==> src/rtl/oam_dma.sv <==
// Sprite-attribute DMA: a CPU write to DMA_REG_ADDR halts the CPU and copies 256 bytes
// from page {wdata,8'h00} to OAM_DATA_ADDR. Optional macro OAM_DMA_ODD_ALIGN_EN adds an alignment cycle on odd starts.
module oam_dma #(
    parameter logic [15:0] DMA_REG_ADDR  = 16'h4014,
    parameter logic [15:0] OAM_DATA_ADDR = 16'h2004
) (
    input  logic        i_cpu_clk,
    input  logic        i_cpu_rstn,
    input  logic [15:0] i_cpu_addr,
    input  logic        i_cpu_wn,
    input  logic [7:0]  i_cpu_wdata,
    output logic        o_cpu_rdy,
    output logic        o_dma_own,
    output logic [15:0] o_bus_addr,
    output logic        o_bus_wn,
    output logic [7:0]  o_bus_wdata,
    input  logic [7:0]  i_bus_rdata,
    output logic        o_dma_busy
);

    typedef enum logic [1:0] {
        IDLE  = 2'd0,
        ALIGN = 2'd1,
        READ  = 2'd2,
        WRITE = 2'd3
    } state_t;

    state_t     state;
    logic [7:0] page;
    logic [7:0] cnt;
    logic [7:0] dbuf;
    logic       trigger;
    logic       align_done;

    assign trigger = (i_cpu_addr == DMA_REG_ADDR) && !i_cpu_wn;

`ifdef OAM_DMA_ODD_ALIGN_EN
    logic par;
    logic align_ext;

    // An odd-cycle start holds ALIGN for one extra cycle so reads land on even cycles.
    always_ff @(posedge i_cpu_clk) begin
        if (!i_cpu_rstn) begin
            par       <= 1'b0;
            align_ext <= 1'b0;
        end else begin
            par <= ~par;
            if (state == IDLE && trigger)
                align_ext <= par;
            else if (state == ALIGN)
                align_ext <= 1'b0;
        end
    end

    assign align_done = !align_ext;
`else
    assign align_done = 1'b1;
`endif

    // The write data bus carries dbuf only while a write is being driven.
    assign o_bus_wdata = o_bus_wn ? 8'h00 : dbuf;

    // NOTE: all state and outputs update with non-blocking assignments so every register
    // sees the pre-edge values of the others, which keeps the registered outputs aligned with state.
    always_ff @(posedge i_cpu_clk) begin
        if (!i_cpu_rstn) begin
            state      <= IDLE;
            page       <= 8'h00;
            cnt        <= 8'h00;
            dbuf       <= 8'h00;
            o_cpu_rdy  <= 1'b1;
            o_dma_own  <= 1'b0;
            o_dma_busy <= 1'b0;
            o_bus_addr <= 16'h0000;
            o_bus_wn   <= 1'b1;
        end else begin
            case (state)
                IDLE: begin
                    if (trigger) begin
                        page       <= i_cpu_wdata;
                        cnt        <= 8'h00;
                        state      <= ALIGN;
                        o_cpu_rdy  <= 1'b0;
                        o_dma_busy <= 1'b1;
                    end
                end
                ALIGN: begin
                    if (align_done) begin
                        state      <= READ;
                        o_dma_own  <= 1'b1;
                        o_bus_addr <= {page, cnt};
                        o_bus_wn   <= 1'b1;
                    end
                end
                READ: begin
                    dbuf       <= i_bus_rdata;
                    state      <= WRITE;
                    o_bus_addr <= OAM_DATA_ADDR;
                    o_bus_wn   <= 1'b0;
                end
                WRITE: begin
                    cnt <= cnt + 8'h01;
                    if (cnt == 8'hFF) begin
                        state      <= IDLE;
                        o_cpu_rdy  <= 1'b1;
                        o_dma_busy <= 1'b0;
                        o_dma_own  <= 1'b0;
                        o_bus_addr <= 16'h0000;
                        o_bus_wn   <= 1'b1;
                    end else begin
                        state      <= READ;
                        o_bus_addr <= {page, cnt + 8'h01};
                        o_bus_wn   <= 1'b1;
                    end
                end
                default: state <= IDLE;
            endcase
        end
    end

endmodule

==> config.mk <==
export PLATFORM = sky130hd
export DESIGN_NAME = oam_dma
export DESIGN_NICKNAME = d
export VERILOG_FILES = /design/src/rtl/oam_dma.sv
export SDC_FILE = /design/constraint.sdc
export NUM_CORES = 1
export LEC_CHECK = 0
export ABC_CLOCK_PERIOD_IN_PS = 3900
export CORE_MARGIN = 3
export CORE_UTILIZATION = 50
export DETAILED_ROUTE_END_ITERATION = 12
export MAX_ROUTING_LAYER = met4
export PLACE_DENSITY = 0.85
export RECOVER_POWER = 25
export SYNTH_ARGS = -nofsm -noshare
export SYNTH_HDL_FRONTEND = slang
export SYNTH_SLANG_ARGS = --single-unit
==> constraint.sdc <==
create_clock -name i_cpu_clk -period 3.9 [get_ports i_cpu_clk]
set_input_delay 0.585 -clock i_cpu_clk [delete_from_list [all_inputs] [get_ports i_cpu_clk]]
set_output_delay 0.585 -clock i_cpu_clk [all_outputs]
set_load 0.03 [all_outputs]
==> results of run 1 <==
-- per-layer routing --
layer,routed length (um),GRT usage
met5,0,-
met4,86,0.07307
met3,335,0.04545
met2,2488,0.3399
met1,2415,0.2892
-- sequential cells by signal (all words and copies together) (netlist names) --
signal / count
state: 2
o_cpu_rdy: 1
page: 8
cnt: 8
o_bus_addr: 16
dbuf: 8
o_dma_busy: 1
o_dma_own: 1
o_bus_wn: 1
-- worst reg2reg max path, stage by stage (launching register included) --
cell     delay [ns]
dfxtp_1        0.45
ha_1           0.34
nand3_2        0.16
or3_1          0.54
o211a_4        0.32
a22o_1         0.24
-- layout make-up --
| class | instances | area, um^2 | share of cell area |
|---|---|---|---|
| Clock buffer | 5 | 68.82 | 0.02418 |
| Clock inverter | 3 | 68.82 | 0.02418 |
| Inverter | 6 | 22.52 | 0.007912 |
| Multi-Input combinational cell | 166 | 1081 | 0.3798 |
| Sequential cell | 46 | 920.9 | 0.3235 |
| Tap cell | 48 | 60.06 | 0.02110 |
| Timing Repair Buffer | 63 | 624.3 | 0.2193 |
-- layout by cell type (no fill, tap or decap), drive strengths merged, types with 2 or more instances in the layout --
cell type | synthesis | final
clkdlybuf4s50 | 0 | 48
dfxtp | 46 | 46
o21ai | 26 | 26
nor2b | 19 | 19
nand4 | 15 | 15
dlygate4sd3 | 0 | 14
nand2 | 12 | 12
nor2 | 11 | 11
a21boi | 10 | 10
a31oi | 9 | 9
mux2i | 8 | 8
a22o | 7 | 7
a21oi | 7 | 7
inv | 6 | 6
clkbuf | 12 | 6
or3 | 4 | 4
nand3 | 4 | 4
and3 | 3 | 3
or2 | 3 | 3
o211ai | 3 | 3
and2 | 2 | 2
nor4 | 2 | 2
nand2b | 2 | 2
nor3 | 2 | 2
xnor2 | 2 | 2
o31ai | 2 | 2
o21a | 2 | 2
bufinv | 0 | 2
nor4b | 2 | 2
-- through the flow --
step                worst slack [ns]  hold WS (ns)
detailed placement             1.171        0.4609
finish                         1.474        0.4774
global route                   1.288        0.4967
floorplan                      2.068        0.4455
CTS                            1.493        0.4742
global placement               1.233        0.4542
-- cells by family (layout without fill, tap and decap cells) --
group	count (synthesis)	in the layout	synth area share
simple gates	85	85	0.2395
compound gates	69	69	0.2164
flops	46	46	0.4363
buf+inv	24	77	0.05156
mux	8	8	0.03794
xor+xnor	3	3	0.01245
fa+ha+maj	1	1	0.005927
-- worst paths after layout --
path / start / endpoint / depth (start not counted)
max: i_cpu_addr[13] / cnt[7]$_SDFFE_PN0P_ / 5
min: o_cpu_rdy$_SDFFE_PN1P_ / o_cpu_rdy$_SDFFE_PN1P_ / 2
max reg2reg: cnt[0]$_SDFFE_PN0P_ / o_bus_addr[10]$_SDFFE_PN0P_ / 5
min reg2reg: o_cpu_rdy$_SDFFE_PN1P_ / o_cpu_rdy$_SDFFE_PN1P_ / 2
-- power groups by stage --
stage | Combinational, mW | Sequential (mW) | Clock [mW]
after floorplan | 0.0135 | 0.480 | 0
after global placement | 0.0509 | 0.480 | 0
after detailed placement | 0.0520 | 0.480 | 0
after CTS | 0.0522 | 0.469 | 0.425
after global routing | 0.0549 | 0.469 | 0.436
final | 0.0517 | 0.469 | 0.421
==> impl_results.md, run 1 <==
* Post-CTS sizing at 0
* Share of cells above drive strength 1 at 0.05882
* Post-DP HPWL at 3734 um
* Hold Vio Cnt, Final at 0
* Core area at 3854 um^2
* Inst Count DP at 329
* Peak fanout along the critical path at 13
* Flop pwr share at 0.498
* Internal power at 0.7612 mW
* Root Driver: clkbuf_8
* Port-buffer cells at 62
* LEAKAGE at 0.9648 nW
* DR pass1 iterations at 4
* Largest net degree at the start of global routing at 22
* Slew headroom at 0.4894
* Remaining antenna violation count at 0
* Vias at 1952
* Worst vdd ir at 0.1798 mV
* Sw frac at 0.1916
* DP Area at 2713 um^2
* Final setup fails at 0
* ANT cells at 0
* Cell chain of the critical path: clkdlybuf4s50_1, nor4b_1, nand4_1, o21ai_2, a31oi_1
* Power density cells at 330.8 nW/um^2
* MaxCap Viol Count at 0
* Row cnt at 22
* Flop-to-flop setup slack at 1.76 ns
* Outcome: finished clean
* Setup TNS at 0 ns
* Tot GR Track Use at 0.2206
* Cell Count, Final, Fillers Out at 337
* Final WL at 5325 um
* Area leader, netlist: dfxtp_1
* Gate power share at 0.055
* Power Total at 0.9416 mW
* Initial antenna violation count at 0
* Drt wl/cell at 15.80 um
* CP arrival at 2.61 ns
* Nets at 324
* CTS clk-pin slew, worst paths at 0.09 ns
* Top cell type's share of synthesized area at 0.4363
* Average size of a mapped cell at 8.944 um^2
* Main area contributors after synthesis: dfxtp_1 44%, nor2b_1 5.6%, nand4_1 4.4%
* Yosys warns at 0
* CTS tree: built
* Critical Path Start Type: input pin
* Vias per cell at 5.792
* Total grt overflow at 0
* Seq/Total Area, Yosys at 0.4363
* RSZ-0062 raised after global routing: false
* First-pass GRT wire length at 8721 um
* Worst path bufs/invs at 1
* Commonest cells post-synth: 46 x dfxtp_1, 19 x nor2b_1, 15 x nand4_1, 15 x o21ai_0, 12 x nand2_1
* Syn Nets at 272
* Initial core utilization at 0.5477
* Register bit count reported by yosys at 46
* Total clock buffers created by CTS at 5
* Initial DRC Count at 118
* Worst endpoint required time at 4.08 ns
* Max Clock Skew at 0.008291 ns
* Fin util at 0.7386
* Post-Synthesis Cells at 236
* Remaining DRCs at 0
* Most frequent cell after synthesis: dfxtp_1
* Design area at 2846 um^2
* CP endpoint kind: register
* Fmax at 412.1 MHz
* Least-Margin Pin Slew at 0.7660 ns
* Min cycle time layout at 2.426 ns
* CTS Hold Bufs at 0
* RePlAce Congestion at 0.8789
* H-tree levels at 2
* Area Overhead vs Synth at 34.85%
* Synth Cell Area at 2111 um^2
* Die width at 70.98 um
* Slowest cell delay on critical path at 0.57 ns
* Min-Delay Path Class: register to register
* Die ar. at 5037 um^2
* Clk_lat worst skew at 0.30 ns
* Vias in the first global route at 1814
* Critical path's slowest cell: nand4_1
* Yosys cell types at 47
* Psw at 0.1804 mW
* Post-CTS setup buffers at 0
* Post-synth EDFFs at 0
* Clock sink count at 46
* Die height at 70.98 um
* WS Path Type: input pin to register
* Top_reg_cell synth: dfxtp_1
* Clk network pwr share at 0.447
* Max clock buf depth at 2
* Post-synthesis async set-or-reset flop share at 0
* Layout fillers at 314
* # IOs at 63
* Fin crit share at 0.6222
* CP top delay family: simple AND/OR/NAND/NOR gates
* Max Transition Viols Final at 0
Note: power is estimated with default switching activity, not from simulation.
==> run 2: changes to the inputs <==
ABC_CLOCK_PERIOD_IN_PS = 2200   (was 3900)
CORE_UTILIZATION = 42   (was 50)
PLACE_DENSITY = 0.76   (was 0.85)
clock period = 2.2 ns   (was 3.9 ns; I/O delays follow)
==> impl_results.md, run 2 (synthesis results as in run 1) <==
* Worst endpoint required time at 2.38 ns (was 4.08 ns)
* Vias per cell at 5.130 (was 5.792)
* CP arrival at 2.24 ns (was 2.61 ns)
* Post-DP HPWL at 3816 um (was 3734 um)
* Fmax at 485.4 MHz
* Hold Vio Cnt, Final at 0 (unchanged)
* CTS Hold Bufs at 0 (unchanged)
* Min cycle time layout at 2.060 ns
* Remaining antenna violation count at 0 (unchanged)
* Design area at 2918 um^2 (was 2846 um^2)
* Vias in the first global route at 1917 (was 1814)
* Power Total at 1.446 mW (was 0.9416 mW)
* Fin crit share at 0.9365
* Initial DRC Count at 80 (was 118)
* Max clock buf depth at 2 (unchanged)
* Post-CTS sizing at 0 (unchanged)
* Gr busiest metal: met2 (unchanged)
* Row cnt at 25 (was 22)
* Core area at 4786 um^2 (was 3854 um^2)
* Tot GR Track Use at 0.1824 (was 0.2206)
* Critical Path Start Type: register (was input pin)
* LEAKAGE at 0.9857 nW (was 0.9648 nW)
* CP endpoint kind: register (unchanged)
* Largest net degree at the start of global routing at 19 (was 22)
* Total clock buffers created by CTS at 5 (unchanged)
* CTS clk-pin slew, worst paths at 0.08 ns (was 0.09 ns)
* RePlAce Congestion at 0.8750 (was 0.8789)
* Clk_lat worst skew at 0.29 ns (was 0.30 ns)
* DP Area at 2834 um^2 (was 2713 um^2)
* Met1 usage at 0.2251 (was 0.2892)
* Vias at 1893 (was 1952)
* Layout fillers at 445 (was 314)
* Final WL at 5141 um (was 5325 um)
* RSZ-0062 raised after global routing: false (unchanged)
* # IOs at 63 (unchanged)
* Footprint of the multi-input gates at 1081 um^2 (unchanged)
* Outcome: finished clean (unchanged)
* Least-Margin Pin Slew at 0.5111 ns (was 0.7660 ns)
* WS Path Type: register to register (was input pin to register)
* Sequential Area at 920.9 um^2 (unchanged)
* Met3 usage at 0.03521 (was 0.04545)
* Drt wl/cell at 13.93 um (was 15.80 um)
* Min-Delay Path Class: register to register (unchanged)
* Total grt overflow at 0 (unchanged)
* H-tree levels at 2 (unchanged)
* CTS tree: built (unchanged)
* Die ar. at 5912 um^2 (was 5037 um^2)
* Root Driver: clkbuf_8 (unchanged)
* First-pass GRT wire length at 8742 um (was 8721 um)
* Port-buffer cells at 62 (unchanged)
* Die height at 76.89 um (was 70.98 um)
* Area Overhead vs Synth at 38.23% (was 34.85%)
* Peak fanout along the critical path at 7 (was 13)
* Max Transition Viols Final at 0 (unchanged)
* Max Clock Skew at 0.004547 ns (was 0.008291 ns)
* Nets at 337 (was 324)
* Remaining DRCs at 0 (unchanged)
* Register with the highest flop count: o_bus_addr (unchanged)
* Clock sink count at 46 (unchanged)
* Initial antenna violation count at 0 (unchanged)
* Die width at 76.89 um (was 70.98 um)
* Share of cells above drive strength 1 at 0.09272 (was 0.05882)
* Most frequent cells in the layout: 55 x clkdlybuf4s50_1, 46 x dfxtp_1, 19 x nor2b_1, 15 x nand4_1, 15 x o21ai_0 (was 48 x clkdlybuf4s50_1, 46 x dfxtp_1, 19 x nor2b_1, 15 x nand4_1, 15 x o21ai_0)
* Final setup fails at 0 (unchanged)
* Post-CTS setup buffers at 0 (unchanged)
* ANT cells at 0 (unchanged)
* Max reg flops at 16 (unchanged)
* DR pass1 iterations at 4 (unchanged)
* GR Util met2 at 0.3118 (was 0.3399)
* Setup TNS at 0 ns (unchanged)
* Worst vdd ir at 0.3698 mV (was 0.1798 mV)
* MaxCap Viol Count at 0 (unchanged)
* Power density cells at 495.4 nW/um^2 (was 330.8 nW/um^2)
* Initial core utilization at 0.4410 (was 0.5477)
* Commonest non-fill, non-tap cell in the layout: clkdlybuf4s50_1 (unchanged)
* Slew headroom at 0.6580 (was 0.4894)
## run 2: cell types whose count changed in the layout (fill, tap and decap cells not counted)
cell / delta
dlygate4sd3_1: -7
buf_4: +12
clkinv_4: -1
clkinv_2: +1
clkdlybuf4s50_1: +7
clkbuf_1: +2
clkbuf_8: +1
bufinv_16: -2
## run 2: layer usage
| layer | part of all wire | vias up |
|---|---|---|
| li1 | - | 987 |
| met1 | 0.47 | 850 |
| met2 | 0.48 | 52 |
| met3 | 0.053 | 4 |
| met4 | 0.0039 | 0 |
| met5 | 0 | - |
## run 2: cell type report
type / count / area share
inverter: 6 / 0.007719
clock inverter: 1 / 0.001715
timing repair buffer: 76 / 0.2461
clock buffer: 7 / 0.02959
sequential: 46 / 0.3156
tap: 67 / 0.02873
multi-input combinational: 166 / 0.3705
## run 2: final timing paths
kind                           start                    endpoint  slack, ns  depth (start not counted)
max reg2reg      cnt[1]$_SDFFE_PN0P_  o_bus_addr[9]$_SDFFE_PN0P_       0.14                          5
max              cnt[1]$_SDFFE_PN0P_  o_bus_addr[9]$_SDFFE_PN0P_       0.14                          5
min          o_dma_busy$_SDFFE_PN0P_     o_dma_busy$_SDFFE_PN0P_       0.47                          2
min reg2reg  o_dma_busy$_SDFFE_PN0P_     o_dma_busy$_SDFFE_PN0P_       0.47                          2
## run 2: where the power goes
group	switching, mW	internal (mW)	total (mW)	leakage (nW)
combinational	0.0283	0.0641	0.0924	0.567
sequential	0.00000458	0.832	0.832	0.370
clock	0.268	0.254	0.522	0.0482
## run 2: metrics by stage
step | std cells | hold slack (ns) | setup WS, ns | utilization
global placement | 361 | 0.4535 | 0.2008 | 0.5922
CTS | 369 | 0.4780 | 0.1667 | 0.6112
global route | 369 | 0.4902 | 0.03572 | 0.6097
finish | 369 | 0.4704 | 0.1398 | 0.6097
detailed placement | 361 | 0.4605 | 0.1919 | 0.5922
floorplan | 236 | 0.4455 | 0.3681 | -
## run 2: worst max-delay path: stages (launching register included)
cell,delay (ns)
dfxtp_1,0.45
ha_1,0.34
nand3_2,0.17
or3_1,0.47
o211a_4,0.29
a22o_1,0.23
==> run 3: changes to the inputs <==
SETUP_SLACK_MARGIN = 0.02   (was default)
==> results of run 3 <==
The final DEF is identical to that of run 2; final timing and power are the same.
